--- config.mk ---
export PLATFORM = sky130hd
export DESIGN_NAME = pipe_stall_ctrl
export DESIGN_NICKNAME = d
export VERILOG_FILES = /design/src/rtl/pipe_stall_ctrl.sv
export SDC_FILE = /design/constraint.sdc
export NUM_CORES = 1
export LEC_CHECK = 0
export CAP_MARGIN = 20
export CORE_MARGIN = 3
export CORE_UTILIZATION = 42
export DETAILED_ROUTE_END_ITERATION = 7
export DONT_BUFFER_PORTS = 1
export HOLD_SLACK_MARGIN = 0.06
export MAX_ROUTING_LAYER = met4
export PLACE_DENSITY = 0.64
export SKIP_CTS_REPAIR_TIMING = 1
export SYNTH_ARGS = -nofsm -noshare
export SYNTH_HDL_FRONTEND = slang
export SYNTH_SLANG_ARGS = --single-unit
--- constraint.sdc ---
create_clock -name clk -period 2.8 [get_ports clk]
set_input_delay 0.42 -clock clk [delete_from_list [all_inputs] [get_ports clk]]
set_output_delay 0.42 -clock clk [all_outputs]
set_load 0.005 [all_outputs]
--- src/rtl/pipe_stall_ctrl.sv ---
// pipe_stall_ctrl: per-stage stall/flush generation with a load-latency tracker
// covering loads that have left EX but whose data is not yet forwardable.
module pipe_stall_ctrl #(
    parameter int N_STAGES = 6,
    parameter int REG_AW   = 5,
    parameter int LOAD_LAT = 1
) (
    input  logic                clk,
    input  logic                rst_n,
    input  logic                id_rs_re,
    input  logic                id_rt_re,
    input  logic [REG_AW-1:0]   id_rs_addr,
    input  logic [REG_AW-1:0]   id_rt_addr,
    input  logic                ex_is_load,
    input  logic                ex_wreg,
    input  logic [REG_AW-1:0]   ex_wd,
    input  logic                ex_busy,
    input  logic                mem_busy,
    input  logic                flush_req,
    output logic [N_STAGES-1:0] stall,
    output logic                flush,
    output logic                load_pending,
    output logic [15:0]         stall_cnt
);
    typedef enum logic {IDLE, TRACK} state_t;

    localparam logic [N_STAGES-1:0] ones = '1;

    state_t            state, state_n;
    logic [REG_AW-1:0] trk_wd, trk_wd_n;
    logic [2:0]        trk_cnt, trk_cnt_n;
    logic              ex_ld, id_req, ex_req, mem_req, depart;

    function automatic logic hit(input logic [REG_AW-1:0] a);
        return (a != '0) && ((id_rs_re && id_rs_addr == a) || (id_rt_re && id_rt_addr == a));
    endfunction

    assign ex_ld        = ex_is_load && ex_wreg && (ex_wd != '0);
    assign load_pending = (state == TRACK);
    assign id_req       = (ex_ld && hit(ex_wd)) || (load_pending && hit(trk_wd));
    assign ex_req       = ex_busy || (ex_ld && load_pending && trk_cnt > 3'd1);
    assign mem_req      = mem_busy;
    assign flush        = flush_req;

    // Highest requesting stage k holds stall[k:0]; reset and flush override everything.
    always_comb begin
        stall = mem_req ? ~(ones << 5) : ex_req ? ~(ones << 4) : id_req ? ~(ones << 3) : '0;
        if (!rst_n || flush_req)
            stall = '0;
    end

    assign depart = ex_ld && !stall[3] && !flush_req;

    always_ff @(posedge clk or negedge rst_n) begin
        if (!rst_n) begin
            state   <= IDLE;
            trk_wd  <= '0;
            trk_cnt <= '0;
        end else begin
            state   <= state_n;
            trk_wd  <= trk_wd_n;
            trk_cnt <= trk_cnt_n;
        end
    end

    // Flush does not touch the tracker: a departed load is already beyond EX.
    always_comb begin
        state_n   = state;
        trk_wd_n  = trk_wd;
        trk_cnt_n = trk_cnt;
        if (LOAD_LAT > 1 && depart) begin
            state_n   = TRACK;
            trk_wd_n  = ex_wd;
            trk_cnt_n = 3'(LOAD_LAT - 1);
        end else if (state == TRACK && !mem_busy) begin
            trk_cnt_n = trk_cnt - 3'd1;
            state_n   = (trk_cnt == 3'd1) ? IDLE : TRACK;
        end
    end

    always_ff @(posedge clk or negedge rst_n) begin
        if (!rst_n)
            stall_cnt <= '0;
        else if (stall[0] && stall_cnt != 16'hFFFF)
            stall_cnt <= stall_cnt + 16'd1;
    end
endmodule

==> results of run 1 <==
==> final cells by class <==
class / count / area (µm²) / share of cell area [%]
inverter: 4 / 15.0 / 1.17
timing repair buffer: 2 / 17.5 / 1.36
clock buffer: 4 / 36.3 / 2.82
multi-input combinational: 98 / 681 / 52.8
tap: 31 / 38.8 / 3.01
sequential: 20 / 500 / 38.8
==> path summary, 6_finish.rpt <==
check / from / to / slack [ns]
setup / recovery: trk_cnt[0]$_DFFE_PN0P_ / stall[1] / 0.32
hold / removal: mem_busy / load_pending$_DFFE_PN0P_ / 0.29
setup reg to reg: stall_cnt[0]$_DFFE_PN0P_ / stall_cnt[13]$_DFFE_PN0P_ / 0.64
hold reg to reg: trk_cnt[2]$_DFFE_PN0P_ / trk_cnt[2]$_DFFE_PN0P_ / 0.50
max in group asynchronous: rst_n / stall_cnt[11]$_DFFE_PN0P_ / 1.57
min in group asynchronous: rst_n / stall_cnt[5]$_DFFE_PN0P_ / 0.68
==> cells by family (layout without fill, tap and decap cells) <==
group / after synthesis / in the layout / synth area share (%)
AND/OR/NAND/NOR: 57 / 57 / 24.2
XOR/XNOR: 27 / 27 / 18.9
flip-flops: 20 / 20 / 40.0
buffers and inverters: 12 / 10 / 5.51
AO/OA/AOI/OAI: 9 / 9 / 6.81
adder cells (fa/ha/maj): 3 / 3 / 3.00
other: 1 / 1 / 0.300
multiplexers: 1 / 1 / 1.20
==> synthesized netlist by cell type (all sizes together) <==
library cell and instances:
o311ai 1, o211ai 1, and3 2, a21oi 1, conb 1, and4 2
nand4b 1, nor3 7, dfrtp 20, ha 3, nor4 1, and2 1
a21boi 1, buf 6, nor2b 1, nand3 5, xor2 5, nand2b 1
nor4b 3, o21ba 1, nor3b 2, nand2 20, inv 4, xnor2 22
nor2 5, or3 1, a31o 1, clkbuf 2, mux2 1, o21ai 2
nand4 5, o311a 1
==> power breakdown <==
part / switching, mW / internal (mW) / total (mW)
logic: 0.0527 / 0.0631 / 0.116
registers: 0.0594 / 0.327 / 0.387
clock network: 0.0905 / 0.0793 / 0.170
total: 0.203 / 0.470 / 0.672
==> sequential cells by signal, indices dropped and copies added (netlist names) <==
signal        count
stall_cnt        16
trk_cnt           3
load_pending      1
==> critical path: stages, from the launching register on <==
cell	delay (ns)
dfrtp_1	0.44
ha_1	0.24
o21ba_2	0.23
o21ai_0	0.09
o211ai_1	0.10
a31o_2	0.15
buf_4	0.19
nor2b_1	0.32
==> per-layer routing <==
| metal | wire length (µm) | track usage (%) | vias up |
|---|---|---|---|
| met5 | 0 | - | - |
| li1 | - | - | 434 |
| met1 | 1060 | 18.6 | 431 |
| met3 | 169 | 4.47 | 7 |
| met2 | 1220 | 24.8 | 27 |
| met4 | 62 | 6.81 | 0 |
==> impl_results.md, run 1 <==
* Total Routing Usage GR at 15.7%
* PortBufs at 0
* Clk Latency, worst-skew pair at 0.30 ns
* Kind of critical path: flop to primary output
* Placed inst area at 1240 µm²
* Fin nets at 156
* Yosys top cell by area: dfrtp_1
* Final Core Density at 45.9%
* CTS tree: yes
* Die height at 60.6 µm
* Ys Warns at 0
* Cell area after synthesis at 1250 µm²
* Yosys cell types at 35
* CP Capture Type: primary output
* CP max FO at 14
* First-pass GRT wire length at 4270 µm
* Cell row count at 19
* DRC violations left at 0
* Dpl cells at 154
* Initial Utilization at 44.6%
* Clk buf depth at 2
* Antenna violations before repair at 0
* Non-Filler Instances at 159
* Number of buffers inserted during clock tree synthesis at 3
* Reg clk slew, reported paths at 0.12 ns
* Yosys top cell area share at 40.0%
* Worst setup margin at 0.322 ns
* Largest net degree at the start of global routing at 23
* Unrepaired setup endpoints after global routing: false
* Commonest non-fill, non-tap cell in the layout: xnor2_1
* Syn_nets at 157
* Routed WL at 2510 µm
* WP data required at 2.38 ns
* Synth top area cells: dfrtp_1 (40%), xnor2_1 (15%), nand2_1 (6.0%), xor2_1 (3.5%), ha_1 (3.0%)
* Finished Cell Area at 1290 µm²
* Most frequent cells in the layout: xnor2_1 (22), nand2_1 (20), dfrtp_1 (20)
* Hold slack final at 0.288 ns
* Relative slew slack at 39.6%
* Period utilisation layout at 88.5%
* H-tree Lvls at 1
* Clock skew at 0.00411 ns
* Total Die Area at 3670 µm²
* Inserted Diodes at 0
* Core box area at 2810 µm²
* Gpl congestion at 0.792
* Via/cell ratio at 5.65
* LEAKAGE at 0.489 nW
* Routed wire length per instance at 15.8 µm
* Hold path depth at 2
* PD cells at 522 nW/µm²
* Mapped Cells at 130
* Clock root buffer: clkbuf_4
* Avg Inst Size Synth at 9.61 µm²
* Detail Placement HPWL at 1920 µm
* Total power draw at 0.672 mW
* Hold Fails Final Rpt at 0
* IO Count at 48
* WP data arrival at 2.06 ns
* Final setup vio count at 0
* Antenna violation net count after detailed routing at 0
* Layout area overhead at 3.10%
* Peak Freq at 0.404 GHz
* Register bit total from synthesis at 20
* Worst VDD drop at 0.151 mV
* Vias in the first global route at 939
* Worst-Margin Slew at 0.903 ns
* Initial drt markers at 29
* DP Worst Slack at 0.550 ns
* Share of the yosys chip area belonging to registers at 40.0%
* First-pass iteration count of the detailed router at 4
* Total negative setup slack at 0 ns
* CP Launch Type: flop
* Slew Limit Fails at 0
* Status: complete, no violations
* Sink Count at 20
* Share of layout cells above drive strength 1 at 7.81%
* Total congestion overflow at 0
* Die Span X at 60.6 µm
* Via count at 899
* Final Critical Period at 2.48 ns
* Max Cap Violations at 0
* FILL cells at 284
* Hold crit path type: input port to flop
* Reg2Reg Depth at 7
No activity file was read; power rests on OpenSTA's default activity.
==> run 2, diff against run 1 <==
--- a/config.mk
+++ b/config.mk
@@ -10,6 +10,7 @@
 export CORE_UTILIZATION = 42
 export DETAILED_ROUTE_END_ITERATION = 7
 export DONT_BUFFER_PORTS = 1
+export GPL_TIMING_DRIVEN = 0
 export HOLD_SLACK_MARGIN = 0.06
 export MAX_ROUTING_LAYER = met4
 export PLACE_DENSITY = 0.64
==> run 2 against run 1 <==
  * Fmax decreased by 1.8%
  * Count of clock-buffer cells in the layout decreased by 1
  * Clock power decreased by 22%
  * Combinational power increased by 4%
  * First-iteration DRC count decreased by 14%
  * Non-clock buffer count increased by 6
  * Worst setup slack got worse by 0.046 ns
  * Clock skew decreased by 0.0024 ns
  * Worst hold slack improved by 0.0021 ns
  * Sequential power about the same
  * Sequential share of layout area decreased by 1.1 points
  * Final cell count increased by 3.1%
  * Critical path type unchanged
  * Highest routed layer unchanged
==> impl_results.md, run 2 (synthesis gave the netlist of run 1 again) <==
* Status: complete, no violations
* Antenna violations before repair at 0
* Sink Count at 20
* Worst setup margin at 0.276 ns
* Relative slew slack at 39.2%
* Inserted Diodes at 0
* Clock skew at 0.00169 ns
* Unrepaired setup endpoints after global routing: false
* WP data required at 2.38 ns
* Via/cell ratio at 5.51
* Placed inst area at 1290 µm²
* Finished Cell Area at 1330 µm²
* Fin nets at 162
* Reg2Reg Depth at 8
* Slew Limit Fails at 0
* Worst hold start: mem_busy
* Total congestion overflow at 0
* CP Capture Type: primary output
* Share of layout cells above drive strength 1 at 10.5%
* DP Worst Slack at 0.263 ns
* Gpl congestion at 0.801
* CP Launch Type: flop
* Worst r2r dst: stall_cnt[13]$_DFFE_PN0P_
* Largest net degree at the start of global routing at 23
* R2R Setup Slk at 0.61 ns
* FILL cells at 274
* Initial drt markers at 25
* Number of buffers inserted during clock tree synthesis at 3
* Commonest non-fill, non-tap cell in the layout: xnor2_1
* Die height at 60.6 µm
* Cell row count at 19
* Initial Utilization at 44.6%
* Routed WL at 2580 µm
* Clk buf depth at 2
* Final setup vio count at 0
* Hold Path End: load_pending$_DFFE_PN0P_
* Hold path depth at 2
* Dpl cells at 161
* Hold slack final at 0.290 ns
* First-pass GRT wire length at 4240 µm
* Biggest register: stall_cnt
* Max reg flops at 16
* DRC violations left at 0
* H-tree Lvls at 1
* Final Critical Period at 2.52 ns
* Kind of critical path: flop to primary output
* Peak Freq at 0.396 GHz
* Total negative setup slack at 0 ns
* Detail Placement HPWL at 2020 µm
* Clk Latency, worst-skew pair at 0.30 ns
* First-pass iteration count of the detailed router at 4
* Vias in the first global route at 931
* Antenna violation net count after detailed routing at 0
* CP max FO at 16
* PD cells at 482 nW/µm²
* Reg2reg start: stall_cnt[0]$_DFFE_PN0P_
* Worst-Margin Slew at 0.908 ns
* LEAKAGE at 0.513 nW
* Via count at 903
* Total Routing Usage GR at 16.2%
* Worst VDD drop at 0.324 mV
* Layout area overhead at 6.11%
* Most frequent cells in the layout: xnor2_1 (22), nand2_1 (20), dfrtp_1 (20)
* Reg clk slew, reported paths at 0.10 ns
* Max Cap Violations at 0
* PortBufs at 0
* Total Die Area at 3670 µm²
* Routed wire length per instance at 15.8 µm
* Core box area at 2810 µm²
* Period utilisation layout at 90.2%
* CTS tree: yes
* IO Count at 48
* Die Span X at 60.6 µm
* WP data arrival at 2.10 ns
* Hold Fails Final Rpt at 0
* Hold crit path type: input port to flop
* Non-Filler Instances at 164
* Clock root buffer: clkbuf_4
[run 2: area by class of cell]
cell class / count / area, µm² / share of cell area, %
Clock buffer: 3 / 22.5 / 1.70
Multi-Input combinational cell: 98 / 689 / 52.0
Timing Repair Buffer: 1 / 10.0 / 0.755
Tap cell: 31 / 38.8 / 2.92
Buffer: 7 / 50.0 / 3.77
Inverter: 4 / 15.0 / 1.13
Sequential cell: 20 / 500 / 37.7
[run 2: worst max-delay path by stage]
| stage | startpoint | end | slack [ns] | depth (start not counted) |
|---|---|---|---|---|
| after floorplan | trk_cnt[0]$_DFFE_PN0P_ | stall[1] | 0.58 | 8 |
| after global placement | trk_cnt[0]$_DFFE_PN0P_ | stall[2] | 0.29 | 8 |
| after detailed placement | trk_cnt[0]$_DFFE_PN0P_ | stall[2] | 0.26 | 8 |
| after CTS | trk_cnt[0]$_DFFE_PN0P_ | stall[2] | -0.1 | 8 |
| after global routing | trk_cnt[1]$_DFFE_PN0P_ | stall[1] | 0.11 | 8 |
| final | trk_cnt[1]$_DFFE_PN0P_ | stall[2] | 0.28 | 8 |
[run 2: power breakdown]
| part | switching (mW) | internal (mW) | total [mW] |
|---|---|---|---|
| Clock | 0.0831 | 0.0502 | 0.133 |
| Sequential | 0.0580 | 0.327 | 0.385 |
| Combinational | 0.0532 | 0.0679 | 0.121 |
[run 2: metal layers]
layer	vias up	global-route usage [%]	routed length, µm
met5	-	-	0
met4	0	6.50	40
met3	5	7.23	167
met2	24	25.8	1240
met1	424	17.8	1130
li1	450	-	-
[run 2: critical path, stage by stage (launching register included)]
cell,delay (ns)
dfrtp_1,0.41
inv_1,0.09
ha_1,0.16
o21ba_2,0.15
o21ai_0,0.22
o211ai_1,0.15
a31o_4,0.30
nor2b_1,0.18
buf_4,0.14
[run 2: through the flow]
stage,power (mW),util (%)
2_1_floorplan,0.478,-
3_3_place_gp,0.501,45.9
3_5_place_dp,0.507,45.9
4_1_cts,0.644,46.7
5_1_grt,0.698,47.3
6_report,0.640,47.3
==> run 3, diff against run 2 <==
--- a/config.mk
+++ b/config.mk
@@ -10,7 +10,7 @@
 export CORE_UTILIZATION = 42
 export DETAILED_ROUTE_END_ITERATION = 7
 export DONT_BUFFER_PORTS = 1
-export GPL_TIMING_DRIVEN = 0
+export GPL_TIMING_DRIVEN = 1
 export HOLD_SLACK_MARGIN = 0.06
 export MAX_ROUTING_LAYER = met4
 export PLACE_DENSITY = 0.64
@@ -18,3 +18,4 @@
 export SYNTH_ARGS = -nofsm -noshare
 export SYNTH_HDL_FRONTEND = slang
 export SYNTH_SLANG_ARGS = --single-unit
+export TNS_END_PERCENT = 50
==> constraint.sdc (replaced) <==
create_clock -name clk -period 2.59 [get_ports clk]
set_input_delay 0.3885 -clock clk [delete_from_list [all_inputs] [get_ports clk]]
set_output_delay 0.3885 -clock clk [all_outputs]
set_load 0.005 [all_outputs]
==> run 3 against run 2 <==
  * Sequential cell count did not move
  * Sequential share of layout area increased by 1.1 points
  * Count of clock-buffer cells in the layout rose by 1
  * Final cell count decreased by 3.0%
  * Critical path type unchanged
  * Utilization is 1.3 points lower
  * Critical path depth fell by 2
  * Highest routed layer unchanged
  * Final area down 2.8%
  * Clock power rose by 35%
==> impl_results.md, run 3 (synthesis gave the netlist of run 1 again) <==
* Status: complete, no violations
* Total congestion overflow at 0
* Largest net degree at the start of global routing at 23
* Worst r2r dst: stall_cnt[15]$_DFFE_PN0P_
* WP data required at 2.20 ns
* Slew Limit Fails at 0
* H-tree Lvls at 1
* Number of buffers inserted during clock tree synthesis at 3
* R2R Setup Slk at 0.43 ns
* Initial drt markers at 32
* Clock skew at 0.00559 ns
* Routed WL at 2530 µm
* Reg2reg start: stall_cnt[1]$_DFFE_PN0P_
* Non-Filler Instances at 159
* First-pass GRT wire length at 4130 µm
* Hold crit path type: input port to flop
* Layout area overhead at 3.10%
* Hold path depth at 2
* Clk Latency, worst-skew pair at 0.30 ns
* Most frequent cells in the layout: xnor2_1 (22), nand2_1 (20), dfrtp_1 (20)
* Reg2Reg Depth at 7
* Clk buf depth at 2
* DRC violations left at 0
* Worst hold start: mem_busy
* Via/cell ratio at 5.70
* Antenna violations before repair at 0
* Hold Fails Final Rpt at 0
* Total negative setup slack at 0 ns
* Routed wire length per instance at 15.9 µm
* Hold Path End: load_pending$_DFFE_PN0P_
* Share of layout cells above drive strength 1 at 7.81%
* Initial Utilization at 44.6%
* Die height at 60.6 µm
* Fin nets at 156
* Finished Cell Area at 1290 µm²
* CTS tree: yes
* Period utilisation layout at 90.7%
* First-pass iteration count of the detailed router at 4
* Final Critical Period at 2.35 ns
* Inserted Diodes at 0
* Clock root buffer: clkbuf_4
* Unrepaired setup endpoints after global routing: false
* Kind of critical path: flop to primary output
* Peak Freq at 0.425 GHz
* PD cells at 562 nW/µm²
* Max Cap Violations at 0
* Detail Placement HPWL at 1930 µm
* Final setup vio count at 0
* Total Routing Usage GR at 15.4%
* Dpl cells at 154
* Placed inst area at 1240 µm²
* Worst-Margin Slew at 0.897 ns
* Max reg flops at 16
* PortBufs at 0
* CP max FO at 9
* Vias in the first global route at 923
* CP Capture Type: primary output
* Sink Count at 20
* Via count at 907
* Antenna violation net count after detailed routing at 0
* Reg clk slew, reported paths at 0.10 ns
* WP data arrival at 1.96 ns
* Worst VDD drop at 0.242 mV
* Biggest register: stall_cnt
* Commonest non-fill, non-tap cell in the layout: xnor2_1
* Cell row count at 19
* Core box area at 2810 µm²
* CP Launch Type: flop
* Die Span X at 60.6 µm
* Gpl congestion at 0.827
* LEAKAGE at 0.489 nW
* IO Count at 48
* Relative slew slack at 40.0%
* Total Die Area at 3670 µm²
[run 3: cell type report]
type / count / area [µm²]
tap: 31 / 38.8
fill: 284 / 1520
multi-input combinational: 98 / 681
inverter: 4 / 15.0
clock buffer: 4 / 36.3
timing repair buffer: 2 / 17.5
sequential: 20 / 500
[run 3: worst max path at each step]
stage,startpoint,to,slack (ns),depth (start not counted)
floorplan,trk_cnt[0]$_DFFE_PN0P_,stall[1],0.40,8
global placement,ex_wd[0],stall_cnt[1]$_DFFE_PN0P_,0.41,5
detailed placement,ex_wd[0],stall_cnt[1]$_DFFE_PN0P_,0.39,5
CTS,trk_cnt[0]$_DFFE_PN0P_,stall[0],0.21,6
global route,trk_cnt[0]$_DFFE_PN0P_,stall[1],0.04,6
finish,trk_cnt[0]$_DFFE_PN0P_,stall[0],0.24,6
[run 3: worst max-delay path: stages, from the launching register on]
cell	delay, ns
dfrtp_1	0.44
ha_1	0.22
o21ba_2	0.22
o21ai_0	0.09
o211ai_1	0.10
a31o_2	0.23
nor2b_1	0.36
[run 3: routing by layer]
| metal | wire length, µm | track usage (%) | share of wire [%] | vias up |
|---|---|---|---|---|
| met5 | 0 | - | 0 | - |
| met2 | 1250 | 25.8 | 49 | 22 |
| met3 | 139 | 6.17 | 5.5 | 2 |
| met1 | 1120 | 16.9 | 44 | 447 |
| met4 | 20 | 4.64 | 0.79 | 0 |
| li1 | - | - | - | 436 |
[run 3: stage by stage]
| step | power (mW) | utilization [%] | worst slack, ns | hold slack (ns) |
|---|---|---|---|---|
| final | 0.724 | 45.9 | 0.240 | 0.260 |
| after global routing | 0.783 | 45.9 | 0.0379 | 0.279 |
| after CTS | 0.728 | 45.6 | 0.212 | -0.249 |
| after detailed placement | 0.545 | 44.3 | 0.391 | 0.0934 |
| after global placement | 0.537 | 44.3 | 0.407 | 0.0934 |
| after floorplan | 0.517 | - | 0.400 | 0.0929 |
[run 3: where the power goes]
group,total [mW],leakage [nW],switching [mW],internal [mW]
clock,0.179,0.0210,0.0933,0.0858
sequential,0.419,0.268,0.0650,0.354
combinational,0.126,0.199,0.0576,0.0687
